<file path="src/rtl/flexbex_ibex_efpga_ctrl.sv">
// ---------------------------------------------------------------------------
// flexbex_ibex_efpga_ctrl
//
// Sequencer for the custom eFPGA instruction (opcode 0x0b). It sits between
// ID/EX and the eFPGA fabric port. When the decoder's eFPGA enable fires, it
// latches the operator, delay and operands, then fires a one-cycle strobe to
// the fabric. Completion comes in one of two ways:
//   - Fixed mode: wait an instruction-encoded number of cycles.
//   - Handshake mode (delay 0): wait for efpga_done_i, bounded by TIMEOUT.
// The result is returned with a one-cycle valid pulse. The EX stage is
// stalled for the whole operation.
//
// Parameters
//   TIMEOUT            max wait for efpga_done_i in handshake mode (>=1)
//
// Ports
//   clk_i, rst_i       clock, asynchronous active-high reset
//   en_i               eFPGA instruction enable (held high while stalled)
//   operator_i         operator, instr[13:12]
//   delay_i            fixed latency, instr[28:25]; 0 = handshake mode
//   operand_a/b_i      rs1 / rs2 values
//   kill_i             pipeline flush, aborts any operation in flight
//   ready_o            EX ready (0 stalls the pipeline)
//   result_valid_o     one-cycle writeback pulse
//   result_o, error_o  captured result / handshake-timeout flag
//   busy_o             sequencer not idle
//   efpga_strobe_o     one-cycle operation start pulse to the fabric
//   efpga_operator_o, efpga_operand_a/b_o   latched operation to the fabric
//   efpga_result_i, efpga_done_i            fabric result / completion flag
// ---------------------------------------------------------------------------
module flexbex_ibex_efpga_ctrl #(
    parameter int TIMEOUT = 64
) (
    input  logic        clk_i,
    input  logic        rst_i,
    input  logic        en_i,
    input  logic [1:0]  operator_i,
    input  logic [3:0]  delay_i,
    input  logic [31:0] operand_a_i,
    input  logic [31:0] operand_b_i,
    input  logic        kill_i,
    output logic        ready_o,
    output logic        result_valid_o,
    output logic [31:0] result_o,
    output logic        error_o,
    output logic        busy_o,
    output logic        efpga_strobe_o,
    output logic [1:0]  efpga_operator_o,
    output logic [31:0] efpga_operand_a_o,
    output logic [31:0] efpga_operand_b_o,
    input  logic [31:0] efpga_result_i,
    input  logic        efpga_done_i
);

    // The counter must hold both the 4-bit delay and TIMEOUT.
    localparam int CNT_W = ($clog2(TIMEOUT + 1) > 4) ? $clog2(TIMEOUT + 1) : 4;

    typedef enum logic [1:0] {
        S_IDLE  = 2'd0,
        S_ISSUE = 2'd1,
        S_WAIT  = 2'd2,
        S_DONE  = 2'd3
    } state_e;

    state_e             state_q, state_d;
    logic [CNT_W-1:0]   cnt_q, cnt_d;
    logic [3:0]         delay_q, delay_d;
    logic [1:0]         operator_q, operator_d;
    logic [31:0]        op_a_q, op_a_d;
    logic [31:0]        op_b_q, op_b_d;
    logic [31:0]        result_q, result_d;
    logic               error_q, error_d;

    // -----------------------------------------------------------------------
    // State register
    // -----------------------------------------------------------------------
    always_ff @(posedge clk_i or posedge rst_i) begin
        if (rst_i) begin
            state_q    <= S_IDLE;
            cnt_q      <= '0;
            delay_q    <= '0;
            operator_q <= '0;
            op_a_q     <= '0;
            op_b_q     <= '0;
            result_q   <= '0;
            error_q    <= 1'b0;
        end else begin
            state_q    <= state_d;
            cnt_q      <= cnt_d;
            delay_q    <= delay_d;
            operator_q <= operator_d;
            op_a_q     <= op_a_d;
            op_b_q     <= op_b_d;
            result_q   <= result_d;
            error_q    <= error_d;
        end
    end

    // -----------------------------------------------------------------------
    // Next-state logic
    // -----------------------------------------------------------------------
    always_comb begin
        state_d    = state_q;
        cnt_d      = cnt_q;
        delay_d    = delay_q;
        operator_d = operator_q;
        op_a_d     = op_a_q;
        op_b_d     = op_b_q;
        result_d   = result_q;
        error_d    = error_q;

        unique case (state_q)
            S_IDLE: begin
                if (en_i) begin
                    operator_d = operator_i;
                    delay_d    = delay_i;
                    op_a_d     = operand_a_i;
                    op_b_d     = operand_b_i;
                    state_d    = S_ISSUE;
                end
            end

            S_ISSUE: begin
                cnt_d   = (delay_q == 4'd0) ? CNT_W'(TIMEOUT) : CNT_W'(delay_q);
                state_d = S_WAIT;
            end

            S_WAIT: begin
                if (delay_q != 4'd0) begin
                    // Fixed latency: the fabric result is sampled blindly.
                    if (cnt_q == CNT_W'(1)) begin
                        result_d = efpga_result_i;
                        error_d  = 1'b0;
                        state_d  = S_DONE;
                    end else begin
                        cnt_d = cnt_q - CNT_W'(1);
                    end
                end else begin
                    // Handshake: done is checked first, so it wins over a
                    // timeout that expires in the same cycle.
                    if (efpga_done_i) begin
                        result_d = efpga_result_i;
                        error_d  = 1'b0;
                        state_d  = S_DONE;
                    end else if (cnt_q == CNT_W'(1)) begin
                        result_d = '0;
                        error_d  = 1'b1;
                        state_d  = S_DONE;
                    end else begin
                        cnt_d = cnt_q - CNT_W'(1);
                    end
                end
            end

            S_DONE: begin
                // en_i is deliberately not looked at here: it is still high
                // from the stalled instruction and must not restart it.
                state_d = S_IDLE;
            end

            default: state_d = S_IDLE;
        endcase

        // A flush drops the operation without touching the visible result
        // and, in IDLE, without latching a new one.
        if (kill_i) begin
            state_d    = S_IDLE;
            delay_d    = delay_q;
            operator_d = operator_q;
            op_a_d     = op_a_q;
            op_b_d     = op_b_q;
            result_d   = result_q;
            error_d    = error_q;
        end
    end

    // -----------------------------------------------------------------------
    // Outputs
    // -----------------------------------------------------------------------
    // An instruction arriving in IDLE stalls immediately, so ready depends
    // combinationally on en_i.
    assign ready_o           = ((state_q == S_IDLE) && !en_i) || (state_q == S_DONE);
    assign result_valid_o    = (state_q == S_DONE) && !kill_i;
    assign busy_o            = (state_q != S_IDLE);
    assign efpga_strobe_o    = (state_q == S_ISSUE);
    assign result_o          = result_q;
    assign error_o           = error_q;
    assign efpga_operator_o  = operator_q;
    assign efpga_operand_a_o = op_a_q;
    assign efpga_operand_b_o = op_b_q;

endmodule

</file>
<file path="config.mk">
export PLATFORM = sky130hd
export DESIGN_NAME = flexbex_ibex_efpga_ctrl
export DESIGN_NICKNAME = d
export VERILOG_FILES = /design/src/rtl/flexbex_ibex_efpga_ctrl.sv
export SDC_FILE = /design/constraint.sdc
export NUM_CORES = 1
export LEC_CHECK = 0
export CAP_MARGIN = 10
export CORE_UTILIZATION = 34
export CTS_CLUSTER_SIZE = 40
export DETAILED_ROUTE_END_ITERATION = 10
export GPL_TIMING_DRIVEN = 0
export PLACE_DENSITY = 0.68
export SYNTH_ARGS = -nofsm -noshare
export SYNTH_HDL_FRONTEND = slang
export SYNTH_SLANG_ARGS = --single-unit
</file>
<file path="constraint.sdc">
create_clock -name clk_i -period 6 [get_ports clk_i]
set_input_delay 0.9 -clock clk_i [delete_from_list [all_inputs] [get_ports clk_i]]
set_output_delay 0.9 -clock clk_i [all_outputs]
set_load 0.05 [all_outputs]
</file>
# After elaboration in Yosys (flattened, before gate mapping)

Cells that the tools add are included.

Bits in registers: 112
Output and inout bits: 103

Multiplexer cells: 19
Eq/ne operators: 7
Reductions and logical operators: 14
Bitwise gates (word level): 1
Add/subtract/negate cells: 1

Operator list:

| operator                                               | count |
|---|---|
| two-way mux 32 bit                                     | 4 |
| two-way mux 7 bit                                      | 4 |
| case mux 7 bit (2 select lines)                        | 1 |
| two-way mux 2 bit                                      | 5 |
| case mux 2 bit (4 select lines)                        | 1 |
| == test 7 x 1 -> 1 bit (second input constant)         | 1 |
| subtractor 7 x 1 -> 7 bit (second input constant)      | 1 |
| inequality test 3 bit (second input constant)          | 2 |
| nonzero test 2 bit                                     | 3 |
| == test 2 bit (second input constant)                  | 2 |
| logical NOT 4 bit                                      | 1 |
| two-way mux 1 bit                                      | 4 |
| AND reduction 4 bit                                    | 1 |
| nonzero test 4 bit                                     | 1 |
| AND reduction 3 bit                                    | 1 |
| == test 2 x 1 -> 1 bit (second input constant)         | 1 |
| logical AND 1 bit                                      | 2 |
| logical NOT 1 bit                                      | 2 |
| logical NOT 2 bit                                      | 1 |
| inequality test 2 x 1 -> 1 bit (second input constant) | 1 |
| AND reduction 2 bit                                    | 1 |
| logical OR 1 bit                                       | 1 |
| NOT 1 bit                                              | 1 |

# Depth between registers and ports, before layout

Depth in word-level cells: 6
Mapped depth: 8
Depth with buffers taken out: 6

# Worst setup path before layout

Ideal clock, no wire load.

Path type: input to output
Start: input port kill_i
End: output port result_valid_o
Cell stages on the path: 1
Arrival time: 1.589 ns
Buffers on the path: 0
Setup slack: 3.511 ns
Required time: 5.100 ns
Cell sequence: nor2b_1

Word-level cells in the longest chain between the ends: 2

RTL lines:

| what               | RTL line | text |
|---|---|---|
| start: declaration | 41       | `input logic kill_i,` |
| logical NOT 1 bit  | 183      | `assign result_valid_o = (state_q == S_DONE) && !kill_i;` |
| logical AND 1 bit  | 183      |  |
| end: declaration   | 43       | `output logic result_valid_o,` |

Every way passes these cells.

# Worst setup path in the final report

Start: input port en_i
End: output port ready_o

Word-level cells in the longest chain between the ends: 3

RTL lines:

| what               | RTL line | text |
|---|---|---|
| start: declaration | 36       | `input logic en_i,` |
| logical NOT 1 bit  | 182      | `assign ready_o = ((state_q == S_IDLE) && !en_i) \|\| (state_q == S_DONE);` |
| logical AND 1 bit  | 182      |  |
| logical OR 1 bit   | 182      |  |
| end: declaration   | 42       | `output logic ready_o,` |

Every way passes these cells.

==> summary.txt <==
Synth
  – Sequential area share after synthesis: 62.3%
  – Post-Syn Area: 4500 um^2
  – Synth cell types: 38
  – EDFF count, synth: 0
  – Top post-synthesis cells by area: dfrtp_1, mux2_2, a22o_1
  – Yosys warns: 0
  – Post-synthesis cell count: 303
  – Fraction of registers with async set/reset: 100%
  – Synthesized flop and latch total: 112
  – Yosys top cell by area: dfrtp_1
  – Primary FF master, synth: dfrtp_1
  – Synth Net Count: 417
  – Synth top area share: 62.3%
  – Avg Inst Size Synth: 14.8 um^2

Clock tree
  – CTS H-Tree Depth: 3
  – Clock sinks: 112
  – Num CTS Buffers: 9
  – Root Buffer: clkbuf_16
  – Clock latency on the worst-skew pair: 340 ps
  – CTS Buffer Depth: 2
  – Hold Buf Count CTS: 0
  – CTS tree: built
  – Resized Gates After CTS: 0
  – Clock slew at reported path FFs: 60 ps
  – Setup Buffers After CTS: 0

Die
  – Core area: 12800 um^2
  – Die area: 13700 um^2
  – Num rows: 41
  – DIE WIDTH: 117 um
  – Die H: 117 um
  – Initial Util: 35.2%
  – Ports: 210

Routing
  – Drt wl/cell: 15.5 um
  – DR top layer: met4
  – ANT nets after route: 0
  – Met1 WL: 4570 um
  – Met3 WL: 1070 um
  – Via count: 3326
  – Met2 Wirelength: 5070 um
  – Avg Vias per Cell: 4.74
  – Iter 0 DRT Violations: 105
  – TritonRoute pass-1 iters: 4
  – DRC errors left: 0
  – WL final: 10900 um

Place
  – GPL Wtd Cong: 0.794
  – Detail Placement HPWL: 8150 um
  – Quantity of I/O buffers inserted on ports: 209
  – Placed instance count: 685

Worst hold path
  – Worst Hold Class: flip-flop to flip-flop
  – Hold Startpoint: result_o[29]$_DFFE_PP0P_

GRT
  – GRT Total Usage: 15.8%
  – Pin count of the biggest net entering global routing: 63
  – Initial antenna violation count: 0
  – Grt ovf: 0
  – Vias in the first global route: 3299
  – First-pass GRT wire length: 16300 um

Pwr
  – Combinational power share: 57.4%
  – Peak supply drop: 0.324 mV
  – Leak: 3.03 nW
  – Reg power frac: 29.6%
  – Int Pwr: 0.00236 W
  – Clock share of power: 13.0%
  – Pwr per Cell Area: 617 nW/um^2
  – Sw power: 0.00203 W
  – Sw Ratio: 46.2%

Final layout
  – Post-Route Utilization: 55.7%
  – Non-filler instance count after layout: 701
  – Share of cells above drive strength 1: 20.4%
  – Number of antenna diodes: 0
  – Synth-to-Final Area Change: 58.3%
  – Final #Nets: 638

Setup path
  – FF-to-FF Start: state_q[1]$_DFFE_PP0P_
  – Critical Setup Path Class: primary input to primary output
  – Slowest CP cell: clkdlybuf4s50_1
  – Worst Setup Start Kind: primary input
  – Element type at the critical path end: primary output
  – Cells along the critical path: clkdlybuf4s50_1, nand2b_1, nand2b_1, clkdlybuf4s50_1
  – Worst-path fanout max: 3
  – Critical Path AT: 2420 ps
  – Critical Path Source: en_i
  – Slowest stage delay, CP: 810 ps
  – Data required, critical path: 5100 ps

Flow run
  – Max-Cap Viols: 0

STA
  – Pins over their slew limit: 0
  – Final-report setup violation count: 0
  – Worst Max-Slew Pin Slew: 656 ps
  – Fmax: 301 MHz
  – Final period utilization: 55.4%
  – Fin. Hold Viols: 0
  – RSZ-0062 raised after global routing: false
  – Slew HR: 56.3%
  – Period minus WS final: 3320 ps
  – TNS Setup: 0 ps
  – Final Skew: 6.00 ps

Status
  – Status: completed
flip-flops by register name, summed over array words and instances (netlist names):
name and count:
efpga_operator_o 2, cnt_q 7, delay_q 4, result_o 32, efpga_operand_a_o 32, state_q 2
error_o 1, efpga_operand_b_o 32
per-stage QoR:
step	hold WS, ps	total power [W]	cell area, um^2	setup slack (ps)
4_1_cts	509	0.00444	7120	2670
2_1_floorplan	505	0.00297	4500	2140
5_1_grt	520	0.00461	7120	2620
6_report	504	0.00439	7120	2680
3_5_place_dp	490	0.00385	6840	2680
3_3_place_gp	486	0.00381	6810	445
worst paths after layout:
kind,endpoint,slack [ps],cells after the start
setup / recovery,ready_o,2680,4
hold / removal,result_o[29]$_DFFE_PP0P_,500,1
setup reg to reg,cnt_q[3]$_DFFE_PP0P_,3930,6
hold reg to reg,result_o[29]$_DFFE_PP0P_,500,1
max in group asynchronous,cnt_q[6]$_DFFE_PP0P_,4270,3
min in group asynchronous,efpga_operand_b_o[11]$_DFFE_PP0P_,1010,2
area by class of cell:
class / instances / area (um^2)
plain buffers: 15 / 111
clock buffers: 13 / 270
clock inverters: 3 / 15.0
fillers: 1041 / 5650
inverters: 8 / 32.5
multi-input cells: 168 / 1550
flip-flops and latches: 112 / 2800
well taps: 172 / 215
repair buffers: 210 / 2120
critical path, delay by kind of cell:
| kind | cells | cell delay, ps |
|---|---|---|
| buffers and inverters | 2 | 1250 |
| AND/OR/NAND/NOR | 2 | 280 |
synth_stat cells, types with 2 or more instances:
cell type	instances
nor4_1	3
a22o_1	32
buf_2	8
nand2_1	8
ha_1	7
a21oi_1	5
a31oi_1	2
inv_1	8
o22a_1	2
mux2_2	70
nand3_1	2
o21ai_0	2
nand2b_1	7
nor2_1	7
dfrtp_1	112
buf_6	6
power groups by stage:
stage	sequential (W)	combinational (W)	clock [W]
after global placement	0.00130	0.00251	0
after detailed placement	0.00132	0.00253	0
after global routing	0.00134	0.00265	0.000623
after CTS	0.00130	0.00254	0.000594
after floorplan	0.00239	0.000582	0
final	0.00130	0.00252	0.000570
kinds of logic after synthesis:
group | after synthesis | synth area share, %
buffers and inverters | 23 | 3.14
flip-flops | 112 | 62.3
AND/OR/NAND/NOR | 36 | 4.78
adder cells (fa/ha/maj) | 7 | 1.95
multiplexers | 72 | 18.1
AO/OA/AOI/OAI | 53 | 9.74
layer usage:
metal  GRT usage [%]  vias to the layer above
met5               0                        -
met4            7.09                        0
li1                -                     1544
met3            6.49                       11
met1            18.4                     1635
met2            25.5                      136
layout by cell type, fill, tap and decap left out, types with 2 or more instances in the layout:
master / netlist / layout
nand3_1: 2 / 2
a21oi_1: 5 / 5
nand2_1: 8 / 8
clkbuf_1: 1 / 2
o21ai_0: 2 / 2
a31oi_1: 2 / 2
clkbuf_8: 0 / 3
a22o_1: 32 / 32
nor2_1: 7 / 7
clkdlybuf4s50_1: 0 / 209
dfrtp_1: 112 / 112
inv_1: 8 / 7
ha_1: 7 / 7
buf_6: 6 / 6
o22a_1: 2 / 2
clkbuf_16: 0 / 9
nand2b_1: 7 / 7
mux2_2: 70 / 70
clkinv_2: 0 / 3
nor4_1: 3 / 3
buf_2: 8 / 8
Power figures use the tool's default switching activity.
